## config.mk

```make
export PLATFORM = sky130hd
export DESIGN_NAME = vga_sprite_timing_gen
export DESIGN_NICKNAME = d
export VERILOG_FILES = /design/src/rtl/vga_sprite_timing_gen.sv
export SDC_FILE = /design/constraint.sdc
export NUM_CORES = 1
export LEC_CHECK = 0
export BUFFER_PORTS_ARGS = -buffer_cell sky130_fd_sc_hd__clkbuf_2
export CAP_MARGIN = 40
export CORE_UTILIZATION = 45
export CTS_CLUSTER_SIZE = 16
export DETAILED_ROUTE_END_ITERATION = 10
export SETUP_SLACK_MARGIN = 0.3
export SLEW_MARGIN = 20
export SYNTH_ARGS = -nofsm -noshare
export SYNTH_HDL_FRONTEND = slang
export SYNTH_SLANG_ARGS = --single-unit
```

## constraint.sdc

```tcl
create_clock -name pclk -period 5.5 [get_ports pclk]
set_input_delay 0.275 -clock pclk [delete_from_list [all_inputs] [get_ports pclk]]
set_output_delay 0.275 -clock pclk [all_outputs]
set_load 0.03 [all_outputs]
```

## src/rtl/vga_sprite_timing_gen.sv

```systemverilog
// VGA raster generator with programmable timing/polarity and one bouncing sprite.
// Ports: pclk, rst_n (async, active-low), en, move_en, step[7:0],
//   fg_color/bg_color[3*COLOR_W-1:0], pattern_sel -> rgb, hsync, vsync, de,
//   frame_start, px_x/px_y[11:0]. All outputs registered (1-cycle latency).
// Optional feature: define VGA_TESTPAT_EN for the 8-bar colour test pattern.
module vga_sprite_timing_gen #(
    parameter int H_ACTIVE  = 640,
    parameter int H_FP      = 16,
    parameter int H_SYNC    = 96,
    parameter int H_BP      = 48,
    parameter int V_ACTIVE  = 480,
    parameter int V_FP      = 10,
    parameter int V_SYNC    = 2,
    parameter int V_BP      = 33,
    parameter bit HS_POL    = 1'b0,
    parameter bit VS_POL    = 1'b0,
    parameter int COLOR_W   = 4,
    parameter int SPR_W     = 64,
    parameter int SPR_H     = 40,
    parameter int FRAME_DIV = 1
) (
    input  logic                 pclk,
    input  logic                 rst_n,
    input  logic                 en,
    input  logic                 move_en,
    input  logic [7:0]           step,
    input  logic [3*COLOR_W-1:0] fg_color,
    input  logic [3*COLOR_W-1:0] bg_color,
    input  logic                 pattern_sel,
    output logic [3*COLOR_W-1:0] rgb,
    output logic                 hsync,
    output logic                 vsync,
    output logic                 de,
    output logic                 frame_start,
    output logic [11:0]          px_x,
    output logic [11:0]          px_y
);

    localparam int H_TOTAL = H_ACTIVE + H_FP + H_SYNC + H_BP;
    localparam int V_TOTAL = V_ACTIVE + V_FP + V_SYNC + V_BP;
    localparam int DIV_W   = (FRAME_DIV > 1) ? $clog2(FRAME_DIV) : 1;

    localparam logic [11:0] HT1 = 12'(H_TOTAL - 1);
    localparam logic [11:0] VT1 = 12'(V_TOTAL - 1);
    localparam logic [11:0] HA  = 12'(H_ACTIVE);
    localparam logic [11:0] VA  = 12'(V_ACTIVE);
    localparam logic [11:0] HS0 = 12'(H_ACTIVE + H_FP);
    localparam logic [11:0] HS1 = 12'(H_ACTIVE + H_FP + H_SYNC);
    localparam logic [11:0] VS0 = 12'(V_ACTIVE + V_FP);
    localparam logic [11:0] VS1 = 12'(V_ACTIVE + V_FP + V_SYNC);
    localparam logic [11:0] SW  = 12'(SPR_W);
    localparam logic [11:0] SH  = 12'(SPR_H);

    localparam logic signed [12:0] LX = 13'(H_ACTIVE - SPR_W);
    localparam logic signed [12:0] LY = 13'(V_ACTIVE - SPR_H);
    localparam logic [DIV_W-1:0] DIV_LAST = DIV_W'(FRAME_DIV - 1);

    // raster counters
    logic [11:0] hcnt_q, hcnt_d, vcnt_q, vcnt_d;
    logic        hwrap, vwrap;

    // sprite state; dir bits are 1 when moving towards 0
    logic [11:0]      x_q, x_d, y_q, y_d;
    logic             dxn_q, dxn_d, dyn_q, dyn_d;
    logic [DIV_W-1:0] div_q, div_d;
    logic signed [12:0] stp, nx, ny;

    // registered outputs
    logic [3*COLOR_W-1:0] rgb_q, rgb_d, img;
    logic                 hs_q, hs_d, vs_q, vs_d;
    logic                 de_q, de_d, fs_q, fs_d;
    logic [11:0]          px_q, px_d, py_q, py_d;
    logic                 act, hit;

    always_comb begin
        hwrap  = (hcnt_q == HT1);
        vwrap  = (vcnt_q == VT1);
        hcnt_d = 12'd0;
        vcnt_d = 12'd0;
        if (en) begin
            hcnt_d = hwrap ? 12'd0 : hcnt_q + 12'd1;
            vcnt_d = vcnt_q;
            if (hwrap)
                vcnt_d = vwrap ? 12'd0 : vcnt_q + 12'd1;
        end
    end

    // Motion happens on the last blanking pixel of the frame, so a frame
    // is always drawn with a single sprite position.
    always_comb begin
        x_d   = x_q;
        y_d   = y_q;
        dxn_d = dxn_q;
        dyn_d = dyn_q;
        div_d = div_q;
        stp   = $signed({5'b0, step});
        nx    = dxn_q ? $signed({1'b0, x_q}) - stp
                      : $signed({1'b0, x_q}) + stp;
        ny    = dyn_q ? $signed({1'b0, y_q}) - stp
                      : $signed({1'b0, y_q}) + stp;
        if (en && hwrap && vwrap) begin
            if (div_q == DIV_LAST) begin
                div_d = '0;
                if (move_en) begin
                    if (nx >= LX) begin
                        x_d   = LX[11:0];
                        dxn_d = 1'b1;
                    end else if (nx <= 13'sd0) begin
                        x_d   = 12'd0;
                        dxn_d = 1'b0;
                    end else begin
                        x_d = nx[11:0];
                    end
                    if (ny >= LY) begin
                        y_d   = LY[11:0];
                        dyn_d = 1'b1;
                    end else if (ny <= 13'sd0) begin
                        y_d   = 12'd0;
                        dyn_d = 1'b0;
                    end else begin
                        y_d = ny[11:0];
                    end
                end
            end else begin
                div_d = div_q + DIV_W'(1);
            end
        end
    end

    always_comb begin
        act = (hcnt_q < HA) && (vcnt_q < VA);
        hit = (hcnt_q >= x_q) && (hcnt_q < x_q + SW) &&
              (vcnt_q >= y_q) && (vcnt_q < y_q + SH);
        img = hit ? fg_color : bg_color;
`ifdef VGA_TESTPAT_EN
        if (pattern_sel) begin
            logic [2:0] bar;
            bar = 3'((32'(hcnt_q) * 8) / H_ACTIVE);
            img = {{COLOR_W{bar[2]}}, {COLOR_W{bar[1]}},
                   {COLOR_W{bar[0]}}};
        end
`endif
        rgb_d = '0;
        hs_d  = ~HS_POL;
        vs_d  = ~VS_POL;
        de_d  = 1'b0;
        fs_d  = 1'b0;
        px_d  = 12'd0;
        py_d  = 12'd0;
        if (en) begin
            rgb_d = act ? img : '0;
            hs_d  = (hcnt_q >= HS0 && hcnt_q < HS1) ? HS_POL : ~HS_POL;
            vs_d  = (vcnt_q >= VS0 && vcnt_q < VS1) ? VS_POL : ~VS_POL;
            de_d  = act;
            fs_d  = (hcnt_q == 12'd0) && (vcnt_q == 12'd0);
            px_d  = hcnt_q;
            py_d  = vcnt_q;
        end
    end

`ifndef VGA_TESTPAT_EN
    logic unused_pattern_sel;
    assign unused_pattern_sel = pattern_sel;
`endif

    always_ff @(posedge pclk or negedge rst_n) begin
        if (!rst_n) begin
            hcnt_q <= 12'd0;
            vcnt_q <= 12'd0;
            x_q    <= 12'd0;
            y_q    <= 12'd0;
            dxn_q  <= 1'b0;
            dyn_q  <= 1'b0;
            div_q  <= '0;
            rgb_q  <= '0;
            hs_q   <= ~HS_POL;
            vs_q   <= ~VS_POL;
            de_q   <= 1'b0;
            fs_q   <= 1'b0;
            px_q   <= 12'd0;
            py_q   <= 12'd0;
        end else begin
            hcnt_q <= hcnt_d;
            vcnt_q <= vcnt_d;
            x_q    <= x_d;
            y_q    <= y_d;
            dxn_q  <= dxn_d;
            dyn_q  <= dyn_d;
            div_q  <= div_d;
            rgb_q  <= rgb_d;
            hs_q   <= hs_d;
            vs_q   <= vs_d;
            de_q   <= de_d;
            fs_q   <= fs_d;
            px_q   <= px_d;
            py_q   <= py_d;
        end
    end

    assign rgb         = rgb_q;
    assign hsync       = hs_q;
    assign vsync       = vs_q;
    assign de          = de_q;
    assign frame_start = fs_q;
    assign px_x        = px_q;
    assign px_y        = py_q;

endmodule
```

==> key figures, run 1 <==
Run status
  • Status: finished clean

Detailed routing
  • Iter 0 DRT Violations: 255
  • Avg Vias per Cell: 5.414
  • Vias: 5317
  • Per-cell routed wire length: 14.66 µm
  • # DRC: 0
  • Final wirelength: 14.39 mm
  • DRT Pass-1 Iters: 4
  • Routed Antenna Nets: 0

Floorplan
  • CORE AREA: 0.01399 mm²
  • Top Ports: 77
  • Core Rows: 43
  • Die Width: 122.2 µm
  • Die ar.: 0.01494 mm²
  • Initial core utilization: 46.49%
  • Die Y: 122.2 µm

Cells and area
  • Final Cell Area: 0.007401 mm²
  • Fin util: 52.91%
  • Area of the multi-input gates: 0.004004 mm²
  • ANT cells: 0
  • Layout cells sized above 1: 14.59%
  • Final cell count without fillers: 982
  • Area growth syn-to-layout: 13.79%
  • Layout Nets: 906
  • Fill cells: 1284
  • Sequential cell area: 0.002255 mm²

Power and ir drop
  • Pwr dens: 211.9 mW/mm²
  • Net Sw Frac: 24.54%
  • Switching power total: 0.3849 mW
  • Reg power frac: 43.4%
  • Peak VDD IR: 0.1266 mV
  • Power Internal: 1.183 mW
  • Pleak: 3.612 nW
  • Power Total: 1.568 mW
  • Clock power share: 45.8%
  • Part of the power in combinational logic: 10.8%

Clock network
  • Htree depth: 3
  • Root Buffer Master: clkbuf_16
  • Worst skew pair latency: 0.34 ns
  • Max Root-Sink Buffers: 2
  • # resized after CTS: 0
  • Hold Buf Count CTS: 1
  • Sink Count: 90
  • Post-CTS setup buffers: 0
  • CTS tree: built
  • Clock slew seen by the registers of the worst setup and hold paths: 0.06 ns
  • Number of buffers created by CTS: 9

Timing
  • Endpoints failing hold: 0
  • RSZ-0062 raised after global routing: no
  • Slew Viols, Final: 0
  • Tightest Pin Transition: 0.7093 ns
  • Fmax: 251.5 MHz
  • Final setup violation count: 0
  • Final setup TNS: 0 ns
  • Hold Slack: 0.1484 ns
  • Minimum clock period: 3.977 ns
  • Worst Skew: 0.006083 ns
  • Ratio of final minimum period to clock period: 72.31%
  • Final setup margin: 1.523 ns
  • Slew HR: 52.66%

Critical path
  • Critical path, cell by cell: clkbuf_2 -> inv_1 -> ha_1 -> nor3b_1 -> nor3b_1 -> nor2_1 -> xnor2_1 -> ha_1 -> or3_1 -> o32ai_4 -> nor2_1 -> nor3_1 -> nor4b_2 -> a21oi_1 -> a221o_1
  • Worst Setup Path Type: primary input to flop
  • WP data arrival: 4.20 ns
  • Required @ worst endpoint: 5.73 ns
  • Critical Path Source Type: primary input
  • Setup crit end kind: flop
  • Critical Path Max Stage Delay: 0.64 ns
  • R2R cell count: 13
  • Maximum fanout along the worst path: 6
  • Crit-path slowest cell: nor3b_1

GRT
  • Initial antenna violation count: 0
  • Largest net degree at the start of global routing: 58
  • Vias in the first global route: 5009
  • Total grt overflow: 0
  • First-pass GRT wire length: 23.92 mm
  • GRT Total Usage: 20.13%

Yosys
  • Synth warn: 0
  • Synth cell types: 69
  • Synth area leaders: dfrtp_1 (34%), ha_1 (13%), xnor2_1 (4.7%)
  • Synthesized cell area: 0.006504 mm²
  • EDFF count, synth: 0
  • Post-Synthesis Cells: 731
  • Synth top area share: 33.86%
  • Synth Register Bits: 90
  • Dominant cell type by area after synthesis: dfrtp_1
  • Syn_area_per_cell: 8.897 µm²
  • Synth cell count leaders: dfrtp_1 (88), nor2_1 (81), ha_1 (70)
  • Post-synth ARST share: 100.0%
  • Most common cell in the synthesized netlist: dfrtp_1
  • Synth Net Count: 840
  • Sequential area share after synthesis: 34.67%
  • Ys flop type: dfrtp_1

Place
  • GPL Wtd Cong: 0.8608
  • Placed instance count: 965
  • Post-placement setup slack: 1.154 ns
  • DP Area: 0.007042 mm²
  • Final HPWL DP: 11.16 mm
  • IO Port Bufs: 75

Min path
  • Worst hold path depth: 3
  • Min-Delay Path Class: primary input to flop

Run
  • Max Cap Viol: 0
[worst paths after layout]
path,startpoint,endpoint,slack [ns]
min reg2reg,x_q[11],x_q[11],0.53
min,bg_color[11],rgb[11],0.15
min in group asynchronous,rst_n,px_y[7],0.40
max reg2reg,y_q[6],rgb[1],1.88
max,step[0],dxn_q,1.52
max in group asynchronous,rst_n,vcnt_q[3],4.05
[power groups by stage]
stage	clock network, mW	registers, mW	logic, mW
CTS	0.735	0.681	0.172
finish	0.718	0.681	0.170
detailed placement	0	0.693	0.170
floorplan	0	0.714	0.0870
global route	0.759	0.681	0.190
global placement	0	0.693	0.167
[routing by layer]
layer	vias to the layer above	track usage, %	routed length, µm
li1	2748	-	-
met1	2470	27.91	7112
met2	80	32.09	6692
met3	19	1.952	333
met4	0	8.308	254
met5	-	0	0
[state kept, by name (all words and copies together) (netlist names)]
signal and count:
vcnt_q 12, x_q 12, hcnt_q 12, frame_start 1, de 1, rgb 12
hsync 1, y_q 12, vsync 1, dyn_q 1, px_x 12, dxn_q 1
px_y 12
[worst max-delay path: cells and delay by family]
| kind | cells | cell delay [ns] |
|---|---|---|
| AND/OR/NAND/NOR | 7 | 2.37 |
| adder cells (fa/ha/maj) | 2 | 0.45 |
| buffers and inverters | 2 | 0.23 |
| XOR/XNOR | 1 | 0.17 |
| AO/OA/AOI/OAI | 3 | 0.70 |
[layout make-up]
class,instances,share of cell area (%)
tap,180,3.043
clock buffer,9,3.043
clock inverter,7,1.674
multi-input combinational,574,54.10
timing repair buffer,78,5.444
inverter,44,2.232
sequential,90,30.46
[cells in the final DEF, fill, tap and decap left out, types with 8 or more instances in the layout]
cell / instances
dfrtp_1: 88
nor2_1: 81
and2_1: 34
nor3_1: 14
o21ai_0: 43
inv_1: 44
a22o_1: 9
xor2_1: 11
nand2_1: 45
nor2b_1: 14
nand4_1: 15
or2_2: 8
ha_1: 70
xnor2_1: 35
nand3_1: 29
a21oi_1: 31
clkbuf_2: 74
a21o_1: 18
clkbuf_16: 9
[cells by family (layout without fill, tap and decap cells)]
group                      Yosys count  count (layout)  share of synthesized area (%)
AOI/OAI and AO/OA                  167             167                          17.55
xor gates and xnor gates            46              46                          6.195
adders and majority gates           72              72                          14.08
muxes                                5               5                         0.7888
buffers and inverters               67             138                          3.867
DFF                                 90              90                          34.67
and+or+nand+nor                    284             284                          22.85
Note: power is estimated with default switching activity, not from simulation.
==> run 2, diff against run 1 <==
--- a/config.mk
+++ b/config.mk
@@ -5,6 +5,7 @@
 export SDC_FILE = /design/constraint.sdc
 export NUM_CORES = 1
 export LEC_CHECK = 0
+export ABC_AREA = 1
 export BUFFER_PORTS_ARGS = -buffer_cell sky130_fd_sc_hd__clkbuf_2
 export CAP_MARGIN = 40
 export CORE_UTILIZATION = 45
==> constraint.sdc (replaced) <==
create_clock -name pclk -period 3.7 [get_ports pclk]
set_input_delay 0.185 -clock pclk [delete_from_list [all_inputs] [get_ports pclk]]
set_output_delay 0.185 -clock pclk [all_outputs]
set_load 0.03 [all_outputs]
==> run 2 against run 1 <==
Against the previous run: sequential share of layout area shrank 1.8 points; critical path depth grew 2; via count grew 14%; die area grew 7.0%; total power grew 54%; combinational power grew 130%; sequential cell count is the same; clock power grew 38%; worst setup slack lost 0.77 ns; area after synthesis grew 7.2%.
==> key figures, run 2 <==
Cells and area
  • Commonest cells after routing, fill and taps aside: nand2_1 (253), inv_1 (167), nor2_1 (96)
  • Fin util: 51.98%
  • Layout Nets: 1163
  • Final cell count without fillers: 1247
  • Commonest non-fill, non-tap cell in the layout: nand2_1
  • ANT cells: 0
  • Area growth syn-to-layout: 12.96%
  • Final Cell Area: 0.007873 mm²
  • Layout cells sized above 1: 13.60%

Yosys
  • Syn_area_per_cell: 7.141 µm²
  • Xor/xnor cell area share of the yosys netlist: 3.752%
  • Synth Net Count: 1085
  • Synth top area share: 31.60%
  • Ys flop type: dfrtp_1
  • Synth cell count leaders: nand2_1 (253), inv_1 (167), nor2_1 (96)
  • Synth warn: 0
  • Largest family of logic cells by synthesized area: simple AND/OR/NAND/NOR gates
  • Post-synth ARST share: 100.0%
  • Synth area leaders: dfrtp_1 (32%), nand2_1 (14%), ha_1 (13%)
  • Dominant cell type by area after synthesis: dfrtp_1
  • Area share of and/or/nand/nor cells after synthesis: 30.90%
  • Synthesized cell area: 0.006969 mm²
  • Sequential area share after synthesis: 32.35%
  • Post-Synthesis Cells: 976
  • Mux cell area share after synthesis: 0%
  • Synth cell types: 48
  • Synth Area in Compound Gates: 9.569%
  • EDFF count, synth: 0
  • Synth Register Bits: 90
  • Most common cell in the synthesized netlist: nand2_1
  • Adder-cell share of the synthesized area: 13.14%

Clock network
  • Root Buffer Master: clkbuf_16
  • # resized after CTS: 0
  • Sink Count: 90
  • Htree depth: 3
  • Number of buffers created by CTS: 9
  • CTS tree: built
  • Max Root-Sink Buffers: 2
  • Worst skew pair latency: 0.34 ns
  • Clock slew seen by the registers of the worst setup and hold paths: 0.07 ns

GRT
  • Initial antenna violation count: 0
  • First-pass GRT wire length: 25.78 mm
  • GRT Total Usage: 20.06%
  • Vias in the first global route: 5403
  • Total grt overflow: 0
  • Largest net degree at the start of global routing: 61

Detailed routing
  • Vias: 6053
  • # DRC: 0
  • Final wirelength: 15.32 mm
  • Top Metal Used: met4
  • Metal3 WL: 493 µm
  • Per-cell routed wire length: 12.28 µm
  • DRT Pass-1 Iters: 6
  • Iter 0 DRT Violations: 315
  • Routed Antenna Nets: 0
  • M1 wire length: 7.806 mm
  • Avg Vias per Cell: 4.854
  • Met2 Wirelength: 6.769 mm

Critical path
  • Crit-path slowest cell: dfrtp_1
  • FF-to-FF End: rgb[9]
  • FF-to-FF Start: y_q[3]
  • Critical Path Source Type: flop
  • Critical Path Max Stage Delay: 0.48 ns
  • WP data arrival: 3.22 ns
  • R2R cell count: 17
  • Maximum fanout along the worst path: 24
  • Worst Setup Path Type: flop to flop
  • Required @ worst endpoint: 3.97 ns
  • Setup crit end kind: flop
  • Reg2reg setup slack: 0.75 ns
  • Critical path, cell by cell: ha_1 -> o21ai_0 -> nor2_1 -> nand2_1 -> nor3_1 -> xor2_1 -> ha_1 -> nand2_1 -> nor2_1 -> a211oi_1 -> o21ai_0 -> a21oi_1 -> nand4_1 -> buf_4 -> nand2_1 -> nand2_1 -> nor2_1
  • Most Frequent Cell on Critical Path: nand2_1

Floorplan
  • Initial core utilization: 46.01%
  • Die Width: 126.4 µm
  • Top Ports: 77
  • Core Rows: 45
  • CORE AREA: 0.01515 mm²
  • Die Y: 126.4 µm
  • Die ar.: 0.01599 mm²

Timing
  • Hold Slack: 0.07281 ns
  • Final setup TNS: 0 ns
  • Fmax: 338.9 MHz
  • Tightest Pin Transition: 0.7514 ns
  • Slew Viols, Final: 0
  • Endpoints failing hold: 0
  • Minimum clock period: 2.951 ns
  • Final setup violation count: 0
  • RSZ-0062 raised after global routing: no
  • Worst Skew: 0.01024 ns
  • Final setup margin: 0.7493 ns
  • Ratio of final minimum period to clock period: 79.75%
  • Slew HR: 49.90%

Min path
  • Hold worst-path end: rgb[5]
  • Min-Delay Path Class: primary input to flop
  • Hold path start: fg_color[5]
  • Worst hold path depth: 3

Power and ir drop
  • Peak VDD IR: 0.2266 mV
  • Part of the power in combinational logic: 16.6%
  • Switching power total: 0.6729 mW
  • Pwr dens: 306.2 mW/mm²
  • Power Internal: 1.738 mW
  • Clock power share: 41.1%
  • Pleak: 4.511 nW
  • Net Sw Frac: 27.92%
  • Power Total: 2.410 mW
  • Reg power frac: 42.3%

Place
  • Post-placement setup slack: 0.5114 ns
  • DP Area: 0.007538 mm²
  • IO Port Bufs: 75
  • GPL Wtd Cong: 0.8303
  • Placed instance count: 1230
  • Final HPWL DP: 12.42 mm

Run status
  • Status: finished clean

Run
  • Max Cap Viol: 0
-- run 2: cell types whose count changed in the layout (fill, tap and decap cells not counted), sizes merged, moves of 14 or more --
cell | previous run | this run
inv | 46 | 175
nand2 | 45 | 267
a21o | 18 | 0
nor2b | 14 | 0
and2 | 34 | 1
xnor2 | 35 | 9
nor2 | 81 | 103
nand3 | 30 | 59
-- run 2: repair_timing --
action,CTS,global route
hold buffers,1,0
endpoints found under the hold margin,58,0
buffers inserted,0,0
-- run 2: area by class of cell --
class | instances | area (µm²)
fill | 1497 | 7273
clock inverter | 7 | 98.84
inverter | 173 | 650.6
multi-input combinational | 701 | 3998
timing repair buffer | 79 | 410.4
sequential | 90 | 2255
tap | 188 | 235.2
clock buffer | 9 | 225.2
-- run 2: cell families after synthesis --
logic type / Yosys count
AND/OR/NAND/NOR: 488
AO/OA/AOI/OAI: 112
flip-flops: 90
buffers and inverters: 185
adder cells (fa/ha/maj): 72
XOR/XNOR: 29
-- run 2: per-layer routing --
layer  GRT usage, %  vias up
met5              0        -
met4          7.016        0
met3          1.729       17
met2          32.27      118
met1          28.31     2628
li1               -     3290
-- run 2: worst max-delay path by stage --
stage	start	slack (ns)	depth (start not counted)	endpoint
6_report	y_q[3]	0.75	17	rgb[9]
5_1_grt	y_q[3]	0.34	16	rgb[2]
4_1_cts	y_q[3]	0.70	17	rgb[9]
3_5_place_dp	step[2]	0.51	20	y_q[4]
3_3_place_gp	step[2]	0.56	20	y_q[3]
2_1_floorplan	y_q[3]	1.14	16	rgb[0]
-- run 2: worst max-delay path: cells and delay by family, from the launching register on --
family,cells,cell delay [ns]
AOI/OAI and AO/OA,4,0.63
DFF,1,0.48
buffers and inverters,1,0.23
adders and majority gates,2,0.50
xor gates and xnor gates,1,0.21
and+or+nand+nor,9,0.83
-- run 2: power by group through the flow --
stage                     Clock [mW]  Sequential [mW]  Combinational [mW]
after floorplan                    0             1.05               0.272
after detailed placement           0             1.04               0.402
after CTS                       1.02             1.02               0.404
after global routing            1.06             1.02               0.460
final                          0.992             1.02               0.399
after global placement             0             1.04               0.399
